[config.mk]
export PLATFORM = sky130hd
export DESIGN_NAME = alu_arbiter_flat
export DESIGN_NICKNAME = d
export VERILOG_FILES = /design/src/rtl/alu_arbiter_if.sv /design/src/rtl/alu_arbiter.sv /design/src/flat_wrapper.sv
export SDC_FILE = /design/constraint.sdc
export NUM_CORES = 1
export LEC_CHECK = 0
export ABC_AREA = 0
export CAP_MARGIN = 10
export CORE_MARGIN = 8
export CORE_UTILIZATION = 52
export CTS_BUF_LIST = sky130_fd_sc_hd__clkbuf_4 sky130_fd_sc_hd__clkbuf_8
export DETAILED_ROUTE_END_ITERATION = 12
export PLACE_DENSITY = 0.95
export SETUP_SLACK_MARGIN = 0.2
export SYNTH_ARGS = -nofsm -noshare
export SYNTH_HDL_FRONTEND = slang
export SYNTH_SLANG_ARGS = --single-unit
[constraint.sdc]
create_clock -name clk -period 11.1 [get_ports clk]
set_input_delay 3.33 -clock clk [delete_from_list [all_inputs] [get_ports clk]]
set_output_delay 3.33 -clock clk [all_outputs]
set_load 0.05 [all_outputs]
[src/rtl/alu_arbiter_if.sv]
// alu_arbiter_if: two requester channels and the single response channel of the ALU arbiter
interface alu_arbiter_if #(
    parameter int WIDTH = 16
);
    logic             req_valid_0, req_valid_1;
    logic             req_ready_0, req_ready_1;
    logic [WIDTH-1:0] op1_0, op2_0, op1_1, op2_1;
    logic [1:0]       mode_0, mode_1;
    logic             rsp_valid, rsp_id, rsp_zero, rsp_carry, rsp_ready;
    logic [WIDTH-1:0] rsp_data;

    modport master (
        output req_valid_0, req_valid_1, op1_0, op2_0, op1_1, op2_1, mode_0, mode_1, rsp_ready,
        input  req_ready_0, req_ready_1, rsp_valid, rsp_id, rsp_data, rsp_zero, rsp_carry
    );

    modport slave (
        input  req_valid_0, req_valid_1, op1_0, op2_0, op1_1, op2_1, mode_0, mode_1, rsp_ready,
        output req_ready_0, req_ready_1, rsp_valid, rsp_id, rsp_data, rsp_zero, rsp_carry
    );
endinterface

[src/rtl/alu_arbiter.sv]
// alu_arbiter: round-robin arbiter for two requesters feeding a single-entry registered ALU result
module alu_arbiter #(
    parameter int WIDTH = 16
) (
    input logic          clk,
    input logic          rst_n,
    alu_arbiter_if.slave bus
);
    typedef enum logic {IDLE, FULL} state_t;

    state_t           state;
    logic             last_grant, win, can_accept, grant, carry;
    logic [1:0]       mode;
    logic [WIDTH-1:0] a, b, res;
    logic [WIDTH:0]   sum;

    always_comb begin
        win        = (bus.req_valid_0 && bus.req_valid_1) ? ~last_grant : bus.req_valid_1;
        can_accept = rst_n && (state == IDLE || bus.rsp_ready);
        grant      = can_accept && (win ? bus.req_valid_1 : bus.req_valid_0);
        a          = win ? bus.op1_1 : bus.op1_0;
        b          = win ? bus.op2_1 : bus.op2_0;
        mode       = win ? bus.mode_1 : bus.mode_0;
        sum        = {1'b0, a} + {1'b0, b};
        res        = mode == 2'd0 ? sum[WIDTH-1:0] : mode == 2'd1 ? ~a : mode == 2'd2 ? a : '0;
        carry      = mode == 2'd0 && sum[WIDTH];
    end

    assign bus.req_ready_0 = can_accept && !win;
    assign bus.req_ready_1 = can_accept && win;
    assign bus.rsp_valid   = state == FULL;

    // A grant while FULL overwrites the held result, so accept and refill share one edge
    always_ff @(posedge clk or negedge rst_n) begin
        if (!rst_n) begin
            state         <= IDLE;
            last_grant    <= 1'b1;
            bus.rsp_id    <= 1'b0;
            bus.rsp_data  <= '0;
            bus.rsp_zero  <= 1'b0;
            bus.rsp_carry <= 1'b0;
        end else if (grant) begin
            state         <= FULL;
            last_grant    <= win;
            bus.rsp_id    <= win;
            bus.rsp_data  <= res;
            bus.rsp_zero  <= res == '0;
            bus.rsp_carry <= carry;
        end else if (bus.rsp_ready) begin
            state <= IDLE;
        end
    end
endmodule
[src/flat_wrapper.sv]
// flat-port wrapper written by rule: the top's interface ports become plain ports
module alu_arbiter_flat 
#(
    parameter int WIDTH = 16
)
  (clk, rst_n, bus_req_valid_0, bus_req_valid_1, bus_op1_0, bus_op2_0, bus_op1_1, bus_op2_1, bus_mode_0, bus_mode_1, bus_rsp_ready, bus_req_ready_0, bus_req_ready_1, bus_rsp_valid, bus_rsp_id, bus_rsp_data, bus_rsp_zero, bus_rsp_carry);
  alu_arbiter_if #(.WIDTH(WIDTH)) bus_i ();
  input logic clk;
  input logic rst_n;
  input wire logic [$bits(bus_i.req_valid_0)-1:0] bus_req_valid_0;
  input wire logic [$bits(bus_i.req_valid_1)-1:0] bus_req_valid_1;
  input wire logic [$bits(bus_i.op1_0)-1:0] bus_op1_0;
  input wire logic [$bits(bus_i.op2_0)-1:0] bus_op2_0;
  input wire logic [$bits(bus_i.op1_1)-1:0] bus_op1_1;
  input wire logic [$bits(bus_i.op2_1)-1:0] bus_op2_1;
  input wire logic [$bits(bus_i.mode_0)-1:0] bus_mode_0;
  input wire logic [$bits(bus_i.mode_1)-1:0] bus_mode_1;
  input wire logic [$bits(bus_i.rsp_ready)-1:0] bus_rsp_ready;
  output wire logic [$bits(bus_i.req_ready_0)-1:0] bus_req_ready_0;
  output wire logic [$bits(bus_i.req_ready_1)-1:0] bus_req_ready_1;
  output wire logic [$bits(bus_i.rsp_valid)-1:0] bus_rsp_valid;
  output wire logic [$bits(bus_i.rsp_id)-1:0] bus_rsp_id;
  output wire logic [$bits(bus_i.rsp_data)-1:0] bus_rsp_data;
  output wire logic [$bits(bus_i.rsp_zero)-1:0] bus_rsp_zero;
  output wire logic [$bits(bus_i.rsp_carry)-1:0] bus_rsp_carry;
  assign bus_i.req_valid_0 = bus_req_valid_0;
  assign bus_i.req_valid_1 = bus_req_valid_1;
  assign bus_i.op1_0 = bus_op1_0;
  assign bus_i.op2_0 = bus_op2_0;
  assign bus_i.op1_1 = bus_op1_1;
  assign bus_i.op2_1 = bus_op2_1;
  assign bus_i.mode_0 = bus_mode_0;
  assign bus_i.mode_1 = bus_mode_1;
  assign bus_i.rsp_ready = bus_rsp_ready;
  assign bus_req_ready_0 = bus_i.req_ready_0;
  assign bus_req_ready_1 = bus_i.req_ready_1;
  assign bus_rsp_valid = bus_i.rsp_valid;
  assign bus_rsp_id = bus_i.rsp_id;
  assign bus_rsp_data = bus_i.rsp_data;
  assign bus_rsp_zero = bus_i.rsp_zero;
  assign bus_rsp_carry = bus_i.rsp_carry;
  alu_arbiter #(.WIDTH(WIDTH)) u_core (.clk(clk), .rst_n(rst_n), .bus(bus_i));
endmodule
==> impl_metrics.json, run 1 <==
{
  "io_pins": 95,
  "antenna_found_initial": 0,
  "wl_um": 8282,
  "worst_pin_slew_ns": 1.015,
  "initial_core_util_pct": 53.13,
  "ys_ff_latch": 21,
  "p_switching_w": 0.0002216,
  "ctsHoldBuffers": 0,
  "outcome": "complete, no violations",
  "diodes": 0,
  "hpwlAfterDp_um": 6608,
  "vdd_drop_max_mv": 0.1341,
  "grt_max_degree": 69,
  "final_common_cell": "clkdlybuf4s50_1",
  "slew-limit-headroom_pct": 30.42,
  "postRouteAntennaNets": 0,
  "syn_inst": 328,
  "placementRows": 27,
  "syn_area_sq_um": 2872,
  "avgSynthCellArea_sq_um": 8.755,
  "clk_pin_slew_ns": 0.07,
  "portBuffers": 94,
  "cts_buffers": 3,
  "grt_usage_pct": 19.67,
  "hold_viol_final": 0,
  "clk-insertion-delay-late_ns": 0.26,
  "critical_path.cell_chain": "clkdlybuf4s50_1 -> and3_1 -> clkdlybuf4s50_1",
  "die_x_um": 90.31,
  "criticalPathCategory": "input pin to primary output",
  "crit_top_cell": "clkdlybuf4s50_1",
  "cp_num_buf_inv": 2,
  "dieArea_sq_um": 8156,
  "finalMaxSlewViolations": 0,
  "grt_pass1_vias": 2847,
  "clock_sinks": 21,
  "post_cts_resized": 0,
  "rsz0062_at_grt": "false",
  "max_freq_mhz": 111.5,
  "synth-edff-count": 0,
  "die_h_um": 90.31,
  "fin_crit_ns": 8.969,
  "p_leak_nw": 1.622,
  "most-common-layout-cells": "clkdlybuf4s50_1, mux2_2, mux2i_1, nand2_1, o21ai_0",
  "rr_startpoint": "u_core.last_grant",
  "power_frac_clock_pct": 10.4,
  "yosysSeqAreaShare_pct": 18.34,
  "cts_max_level": 1,
  "final.setup_skew_ns": 0.002960,
  "cts_tree": "built",
  "synthArstFlopShare_pct": 100.0,
  "pwr-share-comb_pct": 67.1,
  "seqPwrFrac_pct": 22.4,
  "layout-drive-gt1-share_pct": 14.91,
  "worstPathMaxFanout": 24,
  "drcViolationCount": 0,
  "final_cell_area_sq_um": 3845,
  "finalSetupViolations": 0,
  "postCtsSetupBuffers": 0,
  "syn_to_final_growth_pct": 33.90,
  "core_area_sq_um": 5405,
  "fin_crit_sh_pct": 80.80,
  "p_int_w": 0.0002564,
  "cts_root_buf": "clkbuf_8",
  "ys_warn_count": 0,
  "syn_nets": 418,
  "cap_violations": 0,
  "hold_start": "u_core.bus.rsp_id",
  "post-route-util_pct": 71.13,
  "crit_start": "rst_n",
  "dpl_cell_area_sq_um": 3799,
  "critical_path.startpoint_type": "input pin",
  "fillerInstances": 424,
  "dr.pass1.iters": 4,
  "crit_arrival_ns": 5.64,
  "routabilityCongestion": 0.8881,
  "layout.nets": 500,
  "grt_pass1_wl_um": 13720,
  "tns_ns": 0,
  "grt_remaining_overflow": 0,
  "vias": 2825,
  "wire_per_inst_um": 17.22,
  "min_path_type": "flop to flop",
  "cts_buffer_depth": 2,
  "vias_per_cell": 5.873,
  "drt-initial-drc-count": 98,
  "critPathRequiredTime_ns": 7.77,
  "powerDensity_nw_per_um2": 124.3,
  "synth_top_flop_cell": "dfrtp_1",
  "path_delay_family": "buffers and inverters",
  "cpPeakStageDelay_ns": 1.14,
  "cp-end-kind": "primary output",
  "synth_cell_types": 62,
  "crit_slowest_cell": "clkdlybuf4s50_1",
  "netSwitchingFraction_pct": 46.37
}
-- path summary, 6_finish.rpt --
kind / cells past startpoint / endpoint / slack [ns]
max in group asynchronous: 1 / u_core.bus.rsp_data[11] / 6.86
min in group asynchronous: 1 / u_core.bus.rsp_data[12] / 3.63
worst min register to register: 1 / u_core.bus.rsp_id / 0.49
worst max register to register: 13 / u_core.bus.rsp_zero / 6.84
worst max-delay path: 3 / bus_req_ready_1 / 2.13
worst min-delay path: 1 / u_core.bus.rsp_id / 0.49
-- kinds of logic (layout without fill, tap and decap cells) --
logic type | count (synthesis) | in the layout | synth area share (%)
AOI/OAI and AO/OA | 92 | 92 | 22.35
buffers and inverters | 29 | 110 | 5.577
DFF | 21 | 21 | 18.34
and+or+nand+nor | 88 | 88 | 16.12
adders and majority gates | 17 | 17 | 7.669
muxes | 72 | 72 | 27.19
xor gates and xnor gates | 9 | 9 | 2.745
-- power groups by stage --
stage               registers, W  logic [W]  clock network, W
floorplan               0.000169   0.000158                 0
global placement        0.000107   0.000312                 0
detailed placement      0.000108   0.000319                 0
CTS                     0.000107   0.000321         0.0000499
global route            0.000110   0.000345         0.0000532
finish                  0.000107   0.000321         0.0000499
-- state kept, by name (all words and copies together) (netlist names) --
name                  cells
u_core.last_grant         1
u_core.bus.rsp_zero       1
u_core.bus.rsp_id         1
u_core.bus.rsp_data      16
u_core.bus.rsp_valid      1
u_core.bus.rsp_carry      1
-- through the flow --
step	worst slack, ns	hold WS [ns]	total power, W	instances
after floorplan	2.828	0.5129	0.0003268	328
after global placement	2.141	0.4627	0.0004185	477
after detailed placement	2.089	0.4692	0.0004267	477
after CTS	2.091	0.4859	0.0004780	481
after global routing	1.926	0.5063	0.0005078	481
final	2.131	0.4868	0.0004780	481
-- cells in the mapped netlist (2+ instances only) --
master / count / area (sq um)
and3_1: 2 / 12.51
buf_2: 5 / 25.02
a211oi_1: 9 / 67.56
o21a_1: 2 / 15.01
mux2i_1: 30 / 300.3
nand2b_1: 4 / 25.02
xnor2_1: 5 / 43.79
o21ai_0: 22 / 110.1
nor2b_1: 10 / 62.56
and2_1: 2 / 12.51
mux2_2: 40 / 450.4
a21o_1: 9 / 67.56
ha_1: 16 / 200.2
nor3b_1: 2 / 15.01
o31ai_1: 3 / 22.52
inv_1: 9 / 33.78
xor2_1: 4 / 35.03
a21oi_2: 2 / 17.52
or2_2: 2 / 12.51
nand2_1: 27 / 101.4
a31oi_1: 2 / 12.51
o221ai_1: 3 / 26.28
o211ai_1: 3 / 22.52
clkbuf_1: 10 / 37.54
dfrtp_1: 20 / 500.5
nor2_1: 15 / 56.30
nor3_1: 7 / 35.03
mux2_4: 2 / 30.03
o311a_1: 2 / 20.02
a211o_1: 2 / 17.52
o221ai_2: 2 / 30.03
buf_12: 2 / 40.04
nor4_1: 2 / 12.51
a21oi_1: 19 / 95.09
nand4_1: 4 / 25.02
or4_1: 2 / 15.01
-- per-layer routing --
metal	GRT usage, %	vias up	share of wire (%)
met5	0	-	0
li1	-	1401	-
met2	32.88	104	46
met4	4.438	0	0.87
met1	26.17	1311	47
met3	2.494	9	6.2
-- area by class of cell --
class                      instances  area [sq um]  share of cell area, %
timing repair buffer              97         963.4                  25.06
clock buffer                       3         41.29                  1.074
inverter                           9         33.78                 0.8786
clock inverter                     1         5.005                 0.1302
multi-input combinational        278          2185                  56.82
sequential                        21         526.8                  13.70
tap                               72         90.09                  2.343
No activity file was read; power rests on OpenSTA's default activity.
==> inputs of run 2 (changes only) <==
CORE_UTILIZATION = 48   (was 52)
PLACE_DENSITY = 0.91   (was 0.95)
clock period = 8.6 ns   (was 11.1 ns; I/O delays follow)
==> impl_metrics.json, run 2 (synthesis results as in run 1) <==
{
  "power_frac_clock_pct": 10.4,
  "postRouteAntennaNets": 0,
  "layout.nets": 500,
  "placementRows": 28,
  "top_register": "u_core.bus.rsp_data",
  "grt_remaining_overflow": 0,
  "initial_core_util_pct": 49.08,
  "clk_pin_slew_ns": 0.07,
  "fin_crit_ns": 6.942,
  "grt_max_degree": 68,
  "p_leak_nw": 1.623,
  "drcViolationCount": 0,
  "p_switching_w": 0.0002851,
  "grt_usage_pct": 19.04,
  "core_area_sq_um": 5851,
  "cts_max_level": 1,
  "final_common_cell": "clkdlybuf4s50_1",
  "die_x_um": 93.35,
  "slew-limit-headroom_pct": 23.80,
  "tns_ns": 0,
  "r2r_slack_ns": 4.43,
  "syn_to_final_growth_pct": 34.12,
  "powerDensity_nw_per_um2": 160.9,
  "io_pins": 95,
  "rsz0062_at_grt": "false",
  "layout-drive-gt1-share_pct": 14.91,
  "worstPathMaxFanout": 9,
  "criticalPathCategory": "input pin to primary output",
  "grt_pass1_wl_um": 13780,
  "outcome": "complete, no violations",
  "drt-initial-drc-count": 192,
  "p_int_w": 0.0003345,
  "critPathRequiredTime_ns": 6.02,
  "critical_path.startpoint_type": "input pin",
  "most-common-layout-cells": "clkdlybuf4s50_1, mux2_2, mux2i_1, nand2_1, o21ai_0",
  "postCtsSetupBuffers": 0,
  "pwr-share-comb_pct": 67.2,
  "wl_um": 8666,
  "finalSetupViolations": 0,
  "post-route-util_pct": 65.83,
  "dieArea_sq_um": 8713,
  "dr.pass1.iters": 4,
  "crit_arrival_ns": 4.36,
  "vias_per_cell": 5.866,
  "grt_pass1_vias": 2866,
  "antenna_found_initial": 0,
  "post_cts_resized": 0,
  "cts_buffers": 3,
  "routabilityCongestion": 0.8490,
  "diodes": 0,
  "wire_per_inst_um": 17.90,
  "cts_root_buf": "clkbuf_8",
  "finalMaxSlewViolations": 0,
  "min_path_type": "flop to flop",
  "clk-insertion-delay-late_ns": 0.25,
  "hpwlAfterDp_um": 6853,
  "vdd_drop_max_mv": 0.1845,
  "portBuffers": 94,
  "worst_pin_slew_ns": 1.111,
  "cts_tree": "built",
  "largest_reg_flops": 16,
  "cap_violations": 0,
  "seqPwrFrac_pct": 22.3,
  "clock_sinks": 21,
  "ctsHoldBuffers": 0,
  "netSwitchingFraction_pct": 46.01,
  "hold_viol_final": 0,
  "vias": 2839,
  "cp-end-kind": "primary output",
  "fin_crit_sh_pct": 80.72,
  "max_freq_mhz": 144.1,
  "die_h_um": 93.35,
  "final.setup_skew_ns": 0.001065,
  "cts_buffer_depth": 2
}
==> run 2: power by group through the flow <==
stage | sequential [W] | combinational [W] | clock, W
2_1_floorplan | 0.000218 | 0.000204 | 0
3_3_place_gp | 0.000139 | 0.000406 | 0
3_5_place_dp | 0.000139 | 0.000412 | 0
4_1_cts | 0.000139 | 0.000415 | 0.0000651
5_1_grt | 0.000141 | 0.000447 | 0.0000699
6_report | 0.000138 | 0.000417 | 0.0000645
==> run 2: metal layers <==
layer / vias to the layer above / track usage (%) / share of wire, % / wire (um)
met5: - / 0 / 0 / 0
met4: 0 / 3.221 / 0.54 / 47
met3: 4 / 3.045 / 6.1 / 527
met2: 92 / 30.79 / 46 / 3977
met1: 1349 / 26.17 / 47 / 4112
li1: 1394 / - / - / -
==> run 2: area by class of cell <==
| type | instances | area [sq um] |
|---|---|---|
| Fill cell | 506 | 1999 |
| Multi-Input combinational cell | 278 | 2185 |
| Tap cell | 75 | 93.84 |
| Sequential cell | 21 | 526.8 |
| Timing Repair Buffer | 97 | 963.4 |
| Clock buffer | 4 | 48.80 |
| Inverter | 9 | 33.78 |
==> run 2: final timing paths <==
kind,start,to,depth (start not counted)
setup reg to reg,u_core.last_grant,u_core.bus.rsp_zero,13
max in group asynchronous,rst_n,u_core.bus.rsp_data[7],2
min in group asynchronous,rst_n,u_core.bus.rsp_valid,1
hold / removal,u_core.bus.rsp_id,u_core.bus.rsp_id,1
setup / recovery,rst_n,bus_req_ready_1,3
hold reg to reg,u_core.bus.rsp_id,u_core.bus.rsp_id,1
==> run 2: critical path, stage by stage <==
cell,delay (ns)
clkdlybuf4s50_1,0.69
and3_1,0.27
clkdlybuf4s50_1,0.82
==> run 2: metrics by stage <==
stage	power, W	cells	worst slack (ns)	area [sq um]	hold slack, ns
after floorplan	0.0004219	328	1.828	2872	0.5129
after global placement	0.0005442	480	1.685	3802	0.4669
after detailed placement	0.0005518	480	1.673	3802	0.4729
after CTS	0.0006185	484	1.659	3851	0.5025
after global routing	0.0006571	484	1.569	3851	0.5145
final	0.0006197	484	1.658	3851	0.4966
==> inputs of run 3 (changes only) <==
clock period = 7.2 ns   (was 8.6 ns; I/O delays follow)
==> impl_metrics.json, run 3 (synthesis results as in run 1) <==
{
  "finalSetupViolations": 0,
  "vias": 2805,
  "cts_root_buf": "clkbuf_8",
  "reg2reg_depth": 13,
  "slew-limit-headroom_pct": 56.97,
  "io_pins": 95,
  "final.setup_skew_ns": 0.002298,
  "grt_max_degree": 53,
  "portBuffers": 94,
  "dpl_cell_area_sq_um": 3825,
  "rsz0062_at_grt": "false",
  "crit_slowest_cell": "clkdlybuf4s50_1",
  "dpl.cell_count": 483,
  "layout-drive-gt1-share_pct": 15.53,
  "cts_buffers": 3,
  "multi_input_area_sq_um": 2185,
  "diodes": 0,
  "die_x_um": 93.35,
  "top_register": "u_core.bus.rsp_data",
  "grt_pass1_vias": 2865,
  "crit_top_cell": "clkdlybuf4s50_1",
  "max_freq_mhz": 163.2,
  "crit_arrival_ns": 3.97,
  "fillerInstances": 473,
  "routabilityCongestion": 0.8615,
  "clk_pin_slew_ns": 0.07,
  "p_leak_nw": 1.638,
  "min_delay_path_depth": 1,
  "powerDensity_nw_per_um2": 192.0,
  "critPathRequiredTime_ns": 5.04,
  "postCtsSetupBuffers": 0,
  "outcome": "complete, no violations",
  "tns_ns": 0,
  "initial_core_util_pct": 49.08,
  "syn_to_final_growth_pct": 34.90,
  "ctsHoldBuffers": 0,
  "grt_usage_pct": 19.88,
  "final_cell_area_sq_um": 3874,
  "postRouteAntennaNets": 0,
  "most-common-layout-cells": "clkdlybuf4s50_1, mux2_2, mux2i_1, nand2_1, o21ai_0",
  "crit_cells": 5,
  "criticalPathCategory": "input pin to primary output",
  "drcViolationCount": 0,
  "post_cts_resized": 0,
  "fin_crit_sh_pct": 85.09,
  "seq_area_sq_um": 526.8,
  "cts_buffer_depth": 2,
  "final_common_cell": "clkdlybuf4s50_1",
  "vdd_drop_max_mv": 0.2232,
  "critical_path.startpoint_type": "input pin",
  "cts_max_level": 1,
  "final_cell_count_no_fill": 487,
  "wl_um": 8777,
  "min_path_type": "flop to flop",
  "dr.pass1.iters": 4,
  "drt-initial-drc-count": 100,
  "worstPathMaxFanout": 17,
  "vias_per_cell": 5.760,
  "core_area_sq_um": 5851,
  "hold_viol_final": 0,
  "clk-insertion-delay-late_ns": 0.26,
  "layout.nets": 503,
  "path_delay_family": "buffers and inverters",
  "dieArea_sq_um": 8713,
  "largest_reg_flops": 16,
  "fin_crit_ns": 6.126,
  "cts_tree": "built",
  "finalMaxSlewViolations": 0,
  "grt_pass1_wl_um": 14120,
  "cpPeakStageDelay_ns": 0.82,
  "die_h_um": 93.35,
  "hpwlAfterDp_um": 7145,
  "wire_per_inst_um": 18.02,
  "worst_pin_slew_ns": 0.6435,
  "grt_remaining_overflow": 0,
  "cp_num_buf_inv": 3,
  "post-route-util_pct": 66.21,
  "clock_sinks": 21,
  "critical_path.cell_chain": "clkdlybuf4s50_1 -> a21boi_4 -> buf_4 -> nor2_1 -> clkdlybuf4s50_1",
  "cap_violations": 0,
  "cp-end-kind": "primary output",
  "placementRows": 28,
  "antenna_found_initial": 0
}
run 3: changes by cell type in the layout (fill, tap and decap cells not counted):
cell | previous run | this run
buf_4 | 3 | 6
run 3: final cells by class:
cell class,instances,area share (%)
multi-input combinational,278,56.40
timing repair buffer,100,25.45
sequential,21,13.60
tap,75,2.422
clock buffer,4,1.260
inverter,9,0.8721
run 3: final timing paths:
kind,start,end,slack (ns)
worst max register to register,u_core.last_grant,u_core.bus.rsp_zero,3.23
worst max-delay path,bus_req_valid_0,bus_req_ready_0,1.07
worst min register to register,u_core.bus.rsp_id,u_core.bus.rsp_id,0.49
min in group asynchronous,rst_n,u_core.bus.rsp_data[14],2.18
max in group asynchronous,rst_n,u_core.last_grant,4.42
worst min-delay path,u_core.bus.rsp_id,u_core.bus.rsp_id,0.49
run 3: metrics by stage:
| step | hold slack, ns | setup slack [ns] | power, W |
|---|---|---|---|
| 6_report | 0.4891 | 1.074 | 0.0007439 |
| 5_1_grt | 0.5209 | 0.8658 | 0.0007916 |
| 4_1_cts | 0.4974 | 1.064 | 0.0007449 |
| 3_5_place_dp | 0.4777 | 0.9026 | 0.0006626 |
| 3_3_place_gp | 0.4617 | 1.038 | 0.0006535 |
| 2_1_floorplan | 0.5129 | 1.268 | 0.0005039 |
run 3: metal layers:
metal	up-vias	share of wire (%)	track usage, %
li1	1404	-	-
met1	1294	45	26.41
met2	102	45	32.20
met3	5	8.8	4.407
met4	0	0.63	3.758
met5	-	0	0
run 3: report_power, final:
part	leakage, nW	internal, W	switching (W)
sequential	0.263	0.000147	0.0000175
clock	0.0262	0.0000432	0.0000375
combinational	1.35	0.000211	0.000287
total	1.64	0.000402	0.000342
